<file path="config.mk">
export PLATFORM = sky130hd
export DESIGN_NAME = instr_fetch
export DESIGN_NICKNAME = d
export VERILOG_FILES = /design/src/rtl/fetch_pkg.sv /design/src/rtl/instr_fetch_pc_gen.sv /design/src/rtl/instr_fetch.sv
export SDC_FILE = /design/constraint.sdc
export NUM_CORES = 1
export LEC_CHECK = 0
export CAP_MARGIN = 10
export CORE_ASPECT_RATIO = 0.6
export CORE_MARGIN = 2
export CORE_UTILIZATION = 45
export CTS_CLUSTER_DIAMETER = 30
export DETAILED_ROUTE_END_ITERATION = 10
export DONT_BUFFER_PORTS = 1
export GPL_TIMING_DRIVEN = 0
export PLACE_DENSITY = 0.61
export SLEW_MARGIN = 15
export SYNTH_ARGS = -nofsm -noshare
export SYNTH_HDL_FRONTEND = slang
export SYNTH_HIERARCHICAL = 1
export SYNTH_SLANG_ARGS = --single-unit
</file>
<file path="constraint.sdc">
create_clock -name clk -period 3.36 [get_ports clk]
set_input_delay 0.336 -clock clk [delete_from_list [all_inputs] [get_ports clk]]
set_output_delay 0.336 -clock clk [all_outputs]
set_load 0.005 [all_outputs]
</file>
<file path="src/rtl/fetch_pkg.sv">
// rtl/fetch_pkg.sv - shared types and constants for the instruction fetch stage
package fetch_pkg;

  typedef enum logic [1:0] {IDLE, REQ, WAIT, HOLD} fetch_state_t;

  localparam logic [31:0] NOP_INSTR   = 32'h0000_0013;
  localparam int          INSTR_BYTES = 4;

endpackage

</file>
<file path="src/rtl/instr_fetch_pc_gen.sv">
// rtl/instr_fetch_pc_gen.sv - fetch pc register with sequential advance and redirect load
// FETCH_ALIGN_CHK_EN: forces redirect targets to word alignment and flags misaligned ones
module pc_gen
  import fetch_pkg::*;
#(
  parameter int           n        = 32,
  parameter logic [n-1:0] RESET_PC = '0
) (
  input  logic         clk,
  input  logic         reset,
  input  logic         redirect,
  input  logic [n-1:0] redirect_pc,
  input  logic         advance,
  output logic [n-1:0] pc,
  output logic [n-1:0] pc_inc
`ifdef FETCH_ALIGN_CHK_EN
  ,
  output logic         misalign
`endif
);

  logic [n-1:0] target;

  assign pc_inc = pc + n'(INSTR_BYTES);

`ifdef FETCH_ALIGN_CHK_EN
  assign target = {redirect_pc[n-1:2], 2'b00};

  always_ff @(posedge clk or negedge reset) begin
    if (!reset) misalign <= 1'b0;
    else        misalign <= redirect && (redirect_pc[1:0] != 2'b00);
  end
`else
  assign target = redirect_pc;
`endif

  // Redirect takes priority over sequential advance in every state.
  always_ff @(posedge clk or negedge reset) begin
    if (!reset)        pc <= RESET_PC;
    else if (redirect) pc <= target;
    else if (advance)  pc <= pc_inc;
  end

endmodule

</file>
<file path="src/rtl/instr_fetch.sv">
// rtl/instr_fetch.sv - single-outstanding fetch stage feeding the IF/ID register
// FETCH_ALIGN_CHK_EN: adds fetch_misalign and aligns redirect targets
module instr_fetch
  import fetch_pkg::*;
#(
  parameter int           n        = 32,
  parameter logic [n-1:0] RESET_PC = 32'h0000_0000
) (
  input  logic         clk,
  input  logic         reset,
  output logic         imem_req,
  output logic [n-1:0] imem_addr,
  input  logic         imem_gnt,
  input  logic         imem_rvalid,
  input  logic [n-1:0] imem_rdata,
  input  logic         stall,
  input  logic         redirect,
  input  logic [n-1:0] redirect_pc,
  output logic [n-1:0] instruction_next,
  output logic [n-1:0] pc_next,
  output logic [n-1:0] pc_plus_four_next,
  output logic         fetch_valid
`ifdef FETCH_ALIGN_CHK_EN
  ,
  output logic         fetch_misalign
`endif
);

  fetch_state_t state, state_d;
  logic         drop, drop_d;
  logic         capture, valid_d;
  logic [n-1:0] pc, pc_inc;

  pc_gen #(.n(n), .RESET_PC(RESET_PC)) u_pc_gen (
    .clk         (clk),
    .reset       (reset),
    .redirect    (redirect),
    .redirect_pc (redirect_pc),
    .advance     (capture),
    .pc          (pc),
    .pc_inc      (pc_inc)
`ifdef FETCH_ALIGN_CHK_EN
    ,
    .misalign    (fetch_misalign)
`endif
  );

  assign imem_req  = (state == REQ);
  assign imem_addr = pc;

  always_comb begin
    state_d = state;
    drop_d  = drop;
    capture = 1'b0;
    valid_d = fetch_valid;
    case (state)
      IDLE: state_d = REQ;
      REQ: begin
        if (imem_gnt) begin
          state_d = WAIT;
          drop_d  = redirect;
        end
      end
      WAIT: begin
        if (imem_rvalid) begin
          drop_d = 1'b0;
          // A redirect seen while waiting poisons the response in flight.
          if (drop || redirect) begin
            state_d = REQ;
          end else begin
            capture = 1'b1;
            valid_d = 1'b1;
            state_d = HOLD;
          end
        end else if (redirect) begin
          drop_d = 1'b1;
        end
      end
      HOLD: begin
        if (redirect || !stall) begin
          valid_d = 1'b0;
          state_d = REQ;
        end
      end
      default: state_d = IDLE;
    endcase
  end

  always_ff @(posedge clk or negedge reset) begin
    if (!reset) begin
      state             <= IDLE;
      drop              <= 1'b0;
      fetch_valid       <= 1'b0;
      instruction_next  <= NOP_INSTR;
      pc_next           <= '0;
      pc_plus_four_next <= '0;
    end else begin
      state       <= state_d;
      drop        <= drop_d;
      fetch_valid <= valid_d;
      if (capture) begin
        instruction_next  <= imem_rdata;
        pc_next           <= pc;
        pc_plus_four_next <= pc_inc;
      end
    end
  end

endmodule

</file>
==> impl_results.md, run 1 <==
- Status: finished with violations
- Failing checks: negative hold slack
- Antenna violations before repair: 1
- Synth cell types: 46
- Final ANT Viol Nets: 0
- CTS tree: yes
- Ports: 200
- Top cell type by total area after synthesis: dfrtp_1
- Syn nets: 603
- Final hold vios: 132
- Resized Gates After CTS: 0
- First-pass GRT wire length: 24800 um
- Via count: 4398
- CTS root buf: clkbuf_16
- Synth Flop Type: dfrtp_1
- Gate power share: 15.9%
- Die Wd: 157 um
- NetSw: 1.46 mW
- CTS max path bufs: 2
- Fin cells: 751
- EDFF count, synth: 0
- PortBufs: 0
- Sequential power share: 49.2%
- Die area: 0.0151 mm^2
- Mapped Area: 0.00635 mm^2
- Worst vdd ir: 0.397 mV
- Core footprint: 0.0137 mm^2
- FF-to-FF path depth: 10
- Number of remaining DRC errors: 0
- Number of setup buffers added after CTS: 0
- Syn avg cell area: 12.0 um^2
- Post-DP HPWL: 11600 um
- Vias/cell: 5.86
- Critical Path AT: 3.45 ns
- Most frequent cell after synthesis: dfrtp_1
- Num CTS Buffers: 17
- Ys async rst share: 100%
- Share of the synthesized area in the top cell type: 50.9%
- Synth area leaders: dfrtp_1 (51%), mux2_2 (14%), mux2_4 (4.7%), xnor2_1 (3.7%), xor2_1 (2.1%)
- Max Slew Vio Count: 0
- Util after Layout: 52.3%
- CTS Sinks: 132
- Share of post-route cells with drive strength above 1: 27.8%
- Synth Instances: 527
- Site Rows: 33
- Filler cells: 1201
- Post-layout minimum cycle time: 3.13 ns
- WL/cell: 21.4 um
- Max Cap Viol: 0
- Initial Util: 46.3%
- Fin nets: 621
- RSZ-0062 raised after global routing: false
- Highest clock rate: 320 MHz
- Clock-pin slew on the worst setup and hold paths: 0.06 ns
- Area delta synth->final: 13.0%
- Remaining global-route overflow: 0
- Number of global-route vias before repair: 4435
- Setup violators final: 0
- Post-synth top cells: dfrtp_1 (129), mux2_2 (80), nand2_1 (34)
- Switch share: 27.5%
- Placed cell areas: 0.00659 mm^2
- Hold Path Class: in2async
- Synth warn: 6
- Slew Limit Headroom: 13.9%
- Final wirelength: 16100 um
- Setup Skew: 0.0124 ns
- Gpl congestion: 0.896
- Post-layout instance area: 0.00717 mm^2
- DR pass1 iterations: 5
- Cell Int Power: 3.85 mW
- Largest net degree at the start of global routing: 133
- Number of DRC markers in iteration 0: 332
- Die height: 96.0 um
- Required @ worst endpoint: 3.68 ns
- Sequential fraction of the synthesis area: 52.1%
- Seq cells post-synth: 132
- Dpl cells: 719
- Critical path type: reg2reg
- Slew @ Worst Pin: 1.28 ns
- CP Launch Type: flip-flop
- Crit. End Element: flip-flop
- Final hold slack: -0.377 ns
- Pwr/cell area: 740 mW/mm^2
- Post-route clock period utilization: 93.1%
- Lkg Pwr: 3.09 nW
- TNS Setup: 0 ns
- Aggregate global-route resource usage: 21.8%
- H-Tree Depth: 4
- Max FO, Critical Path: 17
- Power consumption: 5.31 mW
- Power share of the clock group: 34.9%
- Insertion delay to the later sink of the worst-skew pair: 0.41 ns
-- metal layers --
metal  wire [um]  share of wire, %  track usage [%]
met5           0                 0                0
met4         204               1.3             6.59
met3        1520               9.4             7.65
met2        7140                44             32.1
met1        7240                45             30.2
-- worst max-delay path: stages, from the launching register on --
cell and delay [ns]:
dfrtp_1 0.42, inv_1 0.10, ha_1 0.23, and4bb_1 0.24, buf_6 0.16, buf_2 0.38, nand4_1 0.28, or4_1 0.46
buf_2 0.18, or4_1 0.41, a31oi_1 0.19
-- path summary, 6_finish.rpt --
kind	startpoint	to	slack, ns
setup / recovery	state[0]	u_pc_gen/pc[22]	0.23
hold / removal	reset	instruction_next[3]	-0.38
setup reg to reg	state[0]	u_pc_gen/pc[22]	0.23
hold reg to reg	pc_next[20]	pc_next[20]	0.53
max in group asynchronous	reset	instruction_next[0]	3.52
min in group clk	imem_rvalid	drop	0.04
-- metrics by stage --
step / worst slack [ns] / hold slack [ns]
2_1_floorplan: 0.601 / 0.0404
3_3_place_gp: 0.0468 / 0.0435
3_5_place_dp: -0.0667 / 0.0426
4_1_cts: 0.213 / -0.392
5_1_grt: 0.0219 / -0.401
6_report: 0.232 / -0.377
-- kinds of logic after synthesis --
| group | share of synthesized area, % |
|---|---|
| xor gates and xnor gates | 5.80 |
| adders and majority gates | 1.18 |
| and+or+nand+nor | 13.1 |
| AOI/OAI and AO/OA | 5.19 |
| DFF | 52.1 |
| buffers and inverters | 3.55 |
| muxes | 19.1 |
-- state kept, by name, indices dropped and copies added (netlist names) --
register / cells
pc_next: 32
state: 2
pc_plus_four_next: 32
u_pc_gen/pc: 32
drop: 1
fetch_valid: 1
instruction_next: 32
-- cell type report --
cell class              instances  area, um^2  share of cell area (%)
well taps                     192         240                    3.35
clock inverters                 9         130                    1.81
inverters                      11        41.3                   0.576
diodes                          1        2.50                  0.0349
plain buffers                  33         180                    2.51
multi-input cells             350        2810                    39.2
clock buffers                  23         458                    6.38
flip-flops and latches        132        3310                    46.1
-- power groups by stage --
stage / registers (mW) / logic, mW / clock network, mW
CTS: 2.62 / 0.850 / 1.88
global placement: 2.63 / 0.804 / 0
detailed placement: 2.64 / 0.846 / 0
finish: 2.61 / 0.844 / 1.85
global route: 2.69 / 0.942 / 1.96
floorplan: 2.47 / 0.730 / 0
-- cell usage in the layout, fill, tap and decap left out, types with 10 or more instances in the layout --
| cell type | instances |
|---|---|
| inv_1 | 10 |
| clkbuf_1 | 17 |
| mux2_4 | 20 |
| a31oi_1 | 13 |
| clkbuf_16 | 17 |
| nand3_1 | 21 |
| nand2_1 | 34 |
| buf_2 | 14 |
| xor2_1 | 15 |
| xnor2_1 | 27 |
| o21ai_0 | 16 |
| mux2_2 | 80 |
| dfrtp_1 | 129 |
| or4_1 | 12 |
| nor2_1 | 23 |
| nand4_1 | 17 |
(Power assumes the default switching activity.)
==> inputs of run 2 (changes only) <==
--- a/config.mk
+++ b/config.mk
@@ -13,7 +13,6 @@
 export DETAILED_ROUTE_END_ITERATION = 10
 export DONT_BUFFER_PORTS = 1
 export GPL_TIMING_DRIVEN = 0
-export PLACE_DENSITY = 0.61
 export SLEW_MARGIN = 15
 export SYNTH_ARGS = -nofsm -noshare
 export SYNTH_HDL_FRONTEND = slang
==> run 2 against run 1 <==
Effect of this change:
- the run still ends with negative hold slack left
- clock skew down 0.0042 ns
- count of clock-buffer cells in the layout decreased by 3
- clock power is 3% higher
- worst setup slack improved by 0.31 ns
- non-clock buffer count decreased by 1
- via count down 1.5%
- fmax increased by 11%
- combinational power down 0.6%
- cell count shrank 0.27%
- global-route usage is 0.28 points higher
- cell area increased by 0.28%
- sequential share of layout area is 0.13 points lower
- highest routed layer is now met5
==> impl_results.md, run 2 (synthesis results as in run 1) <==
- RR Endpoint: u_pc_gen/pc[28]
- Ports: 200 (unchanged)
- Critical path type: reg2reg
- Post-layout minimum cycle time: 2.82 ns (-0.311 ns)
- CP Launch Type: flip-flop
- Resized Gates After CTS: 0 (unchanged)
- Slew Limit Headroom: 44.9% (+31 points)
- Pwr/cell area: 744 mW/mm^2 (+0.56%)
- Max FO, Critical Path: 24 (+7)
- Number of DRC markers in iteration 0: 314 (-5.4%)
- Antenna Cells: 0 (-1)
- DR pass1 iterations: 4 (-1)
- Final ANT Viol Nets: 0 (unchanged)
- Antenna violations before repair: 1 (unchanged)
- Max Slew Vio Count: 0 (unchanged)
- Share of post-route cells with drive strength above 1: 28.5% (+0.77 points)
- Status: finished with violations
- Die area: 0.0151 mm^2 (unchanged)
- Failing checks: negative hold slack
- CTS tree: yes
- Fin nets: 620 (-0.16%)
- R2R Setup Slk: 0.54 ns (+0.31 ns)
- CP max stage delay: 0.45 ns (about the same)
- Most frequent cells in the layout: dfrtp_1 (129), mux2_2 (80), nand2_1 (34)
- Final wirelength: 16200 um (+0.48%)
- Crit path top cell by count: or4_1
- CTS max path bufs: 2 (unchanged)
- Die height: 96.0 um (unchanged)
- Setup Skew: 0.00817 ns (-0.00419 ns)
- Post-route clock period utilization: 83.8% (-9.3 points)
- TNS Setup: 0 ns (unchanged)
- Area delta synth->final: 13.3%
- FF-to-FF path depth: 9 (-1)
- Hold Path Class: in2async
- Slowest cell on crit path: or4_1
- Required @ worst endpoint: 3.68 ns (about the same)
- Gpl congestion: 0.890 (-0.76%)
- First-pass GRT wire length: 25000 um (+0.94%)
- Number of global-route vias before repair: 4414 (-0.47%)
- Critical Path Start: state[0]
- CTS Sinks: 132 (unchanged)
- Vias/cell: 5.79 (-1.2%)
- PortBufs: 0 (unchanged)
- Crit. End Element: flip-flop
- Setup violators final: 0 (unchanged)
- Number of remaining DRC errors: 0 (unchanged)
- Worst vdd ir: 0.326 mV (-18%)
- Initial Util: 46.3% (unchanged)
- Commonest non-fill, non-tap cell in the layout: dfrtp_1
- Max Cap Viol: 0 (unchanged)
- Site Rows: 33 (unchanged)
- Die Wd: 157 um (unchanged)
- Post-DP HPWL: 11600 um (-0.57%)
- H-Tree Depth: 4 (unchanged)
- Lkg Pwr: 3.08 nW (about the same)
- Num CTS Buffers: 17 (unchanged)
- Largest net degree at the start of global routing: 133 (unchanged)
- RSZ-0062 raised after global routing: false
- CTS root buf: clkbuf_16
- CP Cell Sequence: inv_1 > ha_1 > and4bb_1 > buf_6 > nand4_1 > or4_1 > buf_2 > or4_1 > a31oi_1
- Critical Path AT: 3.14 ns (-0.31 ns)
- Number of setup buffers added after CTS: 0 (unchanged)
- Final hold slack: -0.373 ns (+0.00312 ns)
- Aggregate global-route resource usage: 22.0% (+0.28 points)
- Highest clock rate: 355 MHz (+11%)
- Via count: 4334 (-1.5%)
- Insertion delay to the later sink of the worst-skew pair: 0.40 ns (about the same)
- Final hold vios: 132 (unchanged)
- Remaining global-route overflow: 0 (unchanged)
- Clock-pin slew on the worst setup and hold paths: 0.06 ns (about the same)
- Worst r2r src: state[0]
- Core footprint: 0.0137 mm^2 (unchanged)
- WL/cell: 21.6 um (+0.75%)
- Slew @ Worst Pin: 0.821 ns (-0.459 ns)
run 2: worst max-delay path: cells and delay by family (launching register included):
family | cells | cell delay [ns]
AND/OR/NAND/NOR | 4 | 1.35
AO/OA/AOI/OAI | 1 | 0.18
buffers and inverters | 3 | 0.54
adder cells (fa/ha/maj) | 1 | 0.22
flip-flops | 1 | 0.43
run 2: cell type report:
cell class | count | area (um^2)
Buffer | 32 | 175
Clock buffer | 20 | 457
Clock inverter | 12 | 153
Fill cell | 1232 | 6520
Inverter | 11 | 41.3
Multi-Input combinational cell | 350 | 2820
Sequential cell | 132 | 3310
Tap cell | 192 | 240
run 2: worst max-delay path by stage:
stage | end | slack [ns] | cells after the start
after floorplan | u_pc_gen/pc[22] | 0.60 | 11
after global placement | u_pc_gen/pc[28] | 0.06 | 11
after detailed placement | u_pc_gen/pc[22] | 0.005 | 11
after CTS | u_pc_gen/pc[28] | 0.20 | 10
after global routing | u_pc_gen/pc[28] | 0.27 | 9
final | u_pc_gen/pc[28] | 0.54 | 9
run 2: report_power, final:
group | switching (mW) | internal (mW) | total (mW)
clock | 0.695 | 1.21 | 1.90
sequential | 0.488 | 2.12 | 2.61
combinational | 0.300 | 0.538 | 0.839
total | 1.48 | 3.87 | 5.35
run 2: timing repair:
action / in CTS / in global routing
pin swaps: 0 / 0
endpoints found under the hold margin: 132 / 132
setup endpoints to repair: 2 / 3
run 2: routing by layer:
layer / up-vias / global-route usage (%) / routed length (um)
met1: 2171 / 30.7 / 7350
met3: 19 / 9.32 / 1700
met2: 198 / 31.8 / 6930
met4: 2 / 5.38 / 193
li1: 1944 / - / -
met5: - / 0 / 13
run 2: per-stage QoR:
step	setup slack, ns	utilization, %	cells	power, mW	area, um^2
global route	0.267	52.5	749	5.63	7190
global placement	0.0604	48.0	719	3.43	6590
detailed placement	0.00538	48.0	719	3.49	6590
finish	0.543	52.5	749	5.35	7190
CTS	0.205	52.5	750	5.41	7190
floorplan	0.601	-	527	3.20	6350
==> RTL edit, RTL diff (config.mk and constraints of run 1) <==
Encoding of `fetch_state_t`: now Gray code (2 bits for 4 states).
--- a/src/rtl/fetch_pkg.sv
+++ b/src/rtl/fetch_pkg.sv
@@ -3,3 +3,3 @@
 
-  typedef enum logic [1:0] {IDLE, REQ, WAIT, HOLD} fetch_state_t;
+  typedef enum logic [1:0] {IDLE = 2'b00, REQ = 2'b01, WAIT = 2'b11, HOLD = 2'b10} fetch_state_t;
 
Check against the original RTL: no difference found for any inputs over 4 cycles, from zero or initial values and one cycle with reset low; so few cycles prove little.
==> RTL edit against run 1 <==
The flow still finishes with violations (negative hold slack); sequential cell count is the same; die area shrank 2.1%; worst setup slack gained 300 ps; cell area shrank 2.1%; global-route usage grew 0.13 points; routed wire length grew 0.83%; synthesized area shrank 2.1%; via count shrank 1.1%; hold slack gained 0.52 ps; critical path depth shrank 1; final cell count shrank 4.5%; power grew 9.2%; critical path type unchanged; largest cell class unchanged; largest power group unchanged.
==> RTL edit: results (changes against run 1) <==
Final nets=601 (-3.2%); fraction of area in registers=0.471 (+0.00986); register area share after synthesis=0.533 (+0.0114); Tightest Pin Transition=1170 ps (-109 ps); # clk buffers=19 (-17%); Inverters=9 (-2); synthesized net count=583 (-3.3%); DR pass1 iterations=5 (unchanged); vias post-DR=4349 (-1.1%); GPL Wtd Cong=0.850 (-5.2%); top post-synthesis cells by area=dfrtp_1, mux2_2, xnor2_1; Port Buffers=0 (unchanged); initial DRC count=485 (+46%); clk_skew=6.63 ps (-5.73 ps); Routed WL=16200 um (+0.83%); Pwr Total=5800 uW (+9.2%); Leakage=0.00282 uW (-8.6%); Synth async-reset ratio=1.00 (unchanged); Sequential Power Share=0.489 (-0.003); Hold WS=-376 ps (+0.517 ps); sequential cells=132 (unchanged); Psw=1680 uW (+15%); Yosys Warn Count=6 (unchanged); Peak supply drop=0.342 mV (-14%); DRT met1 WL=7390 um (+2.0%); met3 WL=1890 um (+25%); Hold Vio Cnt, Final=132 (unchanged); multi-input gates=337 (-3.7%); Clock buf/inv share=0.0852 (+0.00318); Global Route Usage Sum=0.219 (+0.00126); metal2 WL=6690 um (-6.3%); Netlist cell types=46 (unchanged); initial antenna violation count=0 (-1); largest net degree at the start of global routing=133 (unchanged); clock network power share=0.327 (-0.022); Multi-input gate area=0.00266 mm^2 (-5.5%); Setup Buffers After CTS=0 (unchanged); status=complete, but fails checks; setup TNS=0 ps (unchanged); Final non-clock buffer share=0.0294 (+0.00428); GR Util met3=0.0913 (+0.0148); met2 Use GR=0.302 (-0.0186); first-pass GRT wire length=24300 um (-1.8%); Synth Flop Type=dfrtp_1; top sig layer=met4; synth cell count leaders=dfrtp_1, mux2_2, nand2_1; met1 GRT Util=0.309 (+0.00647); Detailed Place HPWL=11500 um (-1.2%); share of cells above drive strength 1=0.292 (+0.0137); failing checks=negative hold slack; Plain + repair buffers=33 (unchanged); Crit path max-delay family=simple AND/OR/NAND/NOR gates; register-to-register setup slack=530 ps (+300 ps); critical path endpoint=u_pc_gen/pc[22]; Reg2Reg Depth=9 (-1); clk slew on worst S/H paths=60 ps (about the same); Inserted Diodes=0 (-1); fillers=1170 (-2.6%); Worst Setup SP=state[0]
## RTL edit: cells by family after synthesis
logic type | share of synthesized area
AO/OA/AOI/OAI | 0.0490
XOR/XNOR | 0.0592
adder cells (fa/ha/maj) | 0.00201
buffers and inverters | 0.0393
flip-flops | 0.533
multiplexers | 0.189
AND/OR/NAND/NOR | 0.129
## RTL edit: worst register-to-register path, cell delays in order, from the launching register on
cell	delay, ps
dfrtp_1	440
nor3b_2	220
and2b_1	160
buf_6	150
buf_4	280
nand4_1	280
or4_1	460
buf_2	180
or4_1	410
a31oi_1	170
## RTL edit: stage by stage
| step | setup slack (ps) | instance area [um^2] | std cells | util |
|---|---|---|---|---|
| after CTS | 232 | 7030 | 718 | 0.517 |
| after global routing | 324 | 7020 | 717 | 0.517 |
| final | 531 | 7020 | 717 | 0.517 |
| after global placement | 262 | 6430 | 687 | 0.473 |
| after detailed placement | 245 | 6430 | 687 | 0.473 |
| after floorplan | 800 | 6210 | 512 | - |
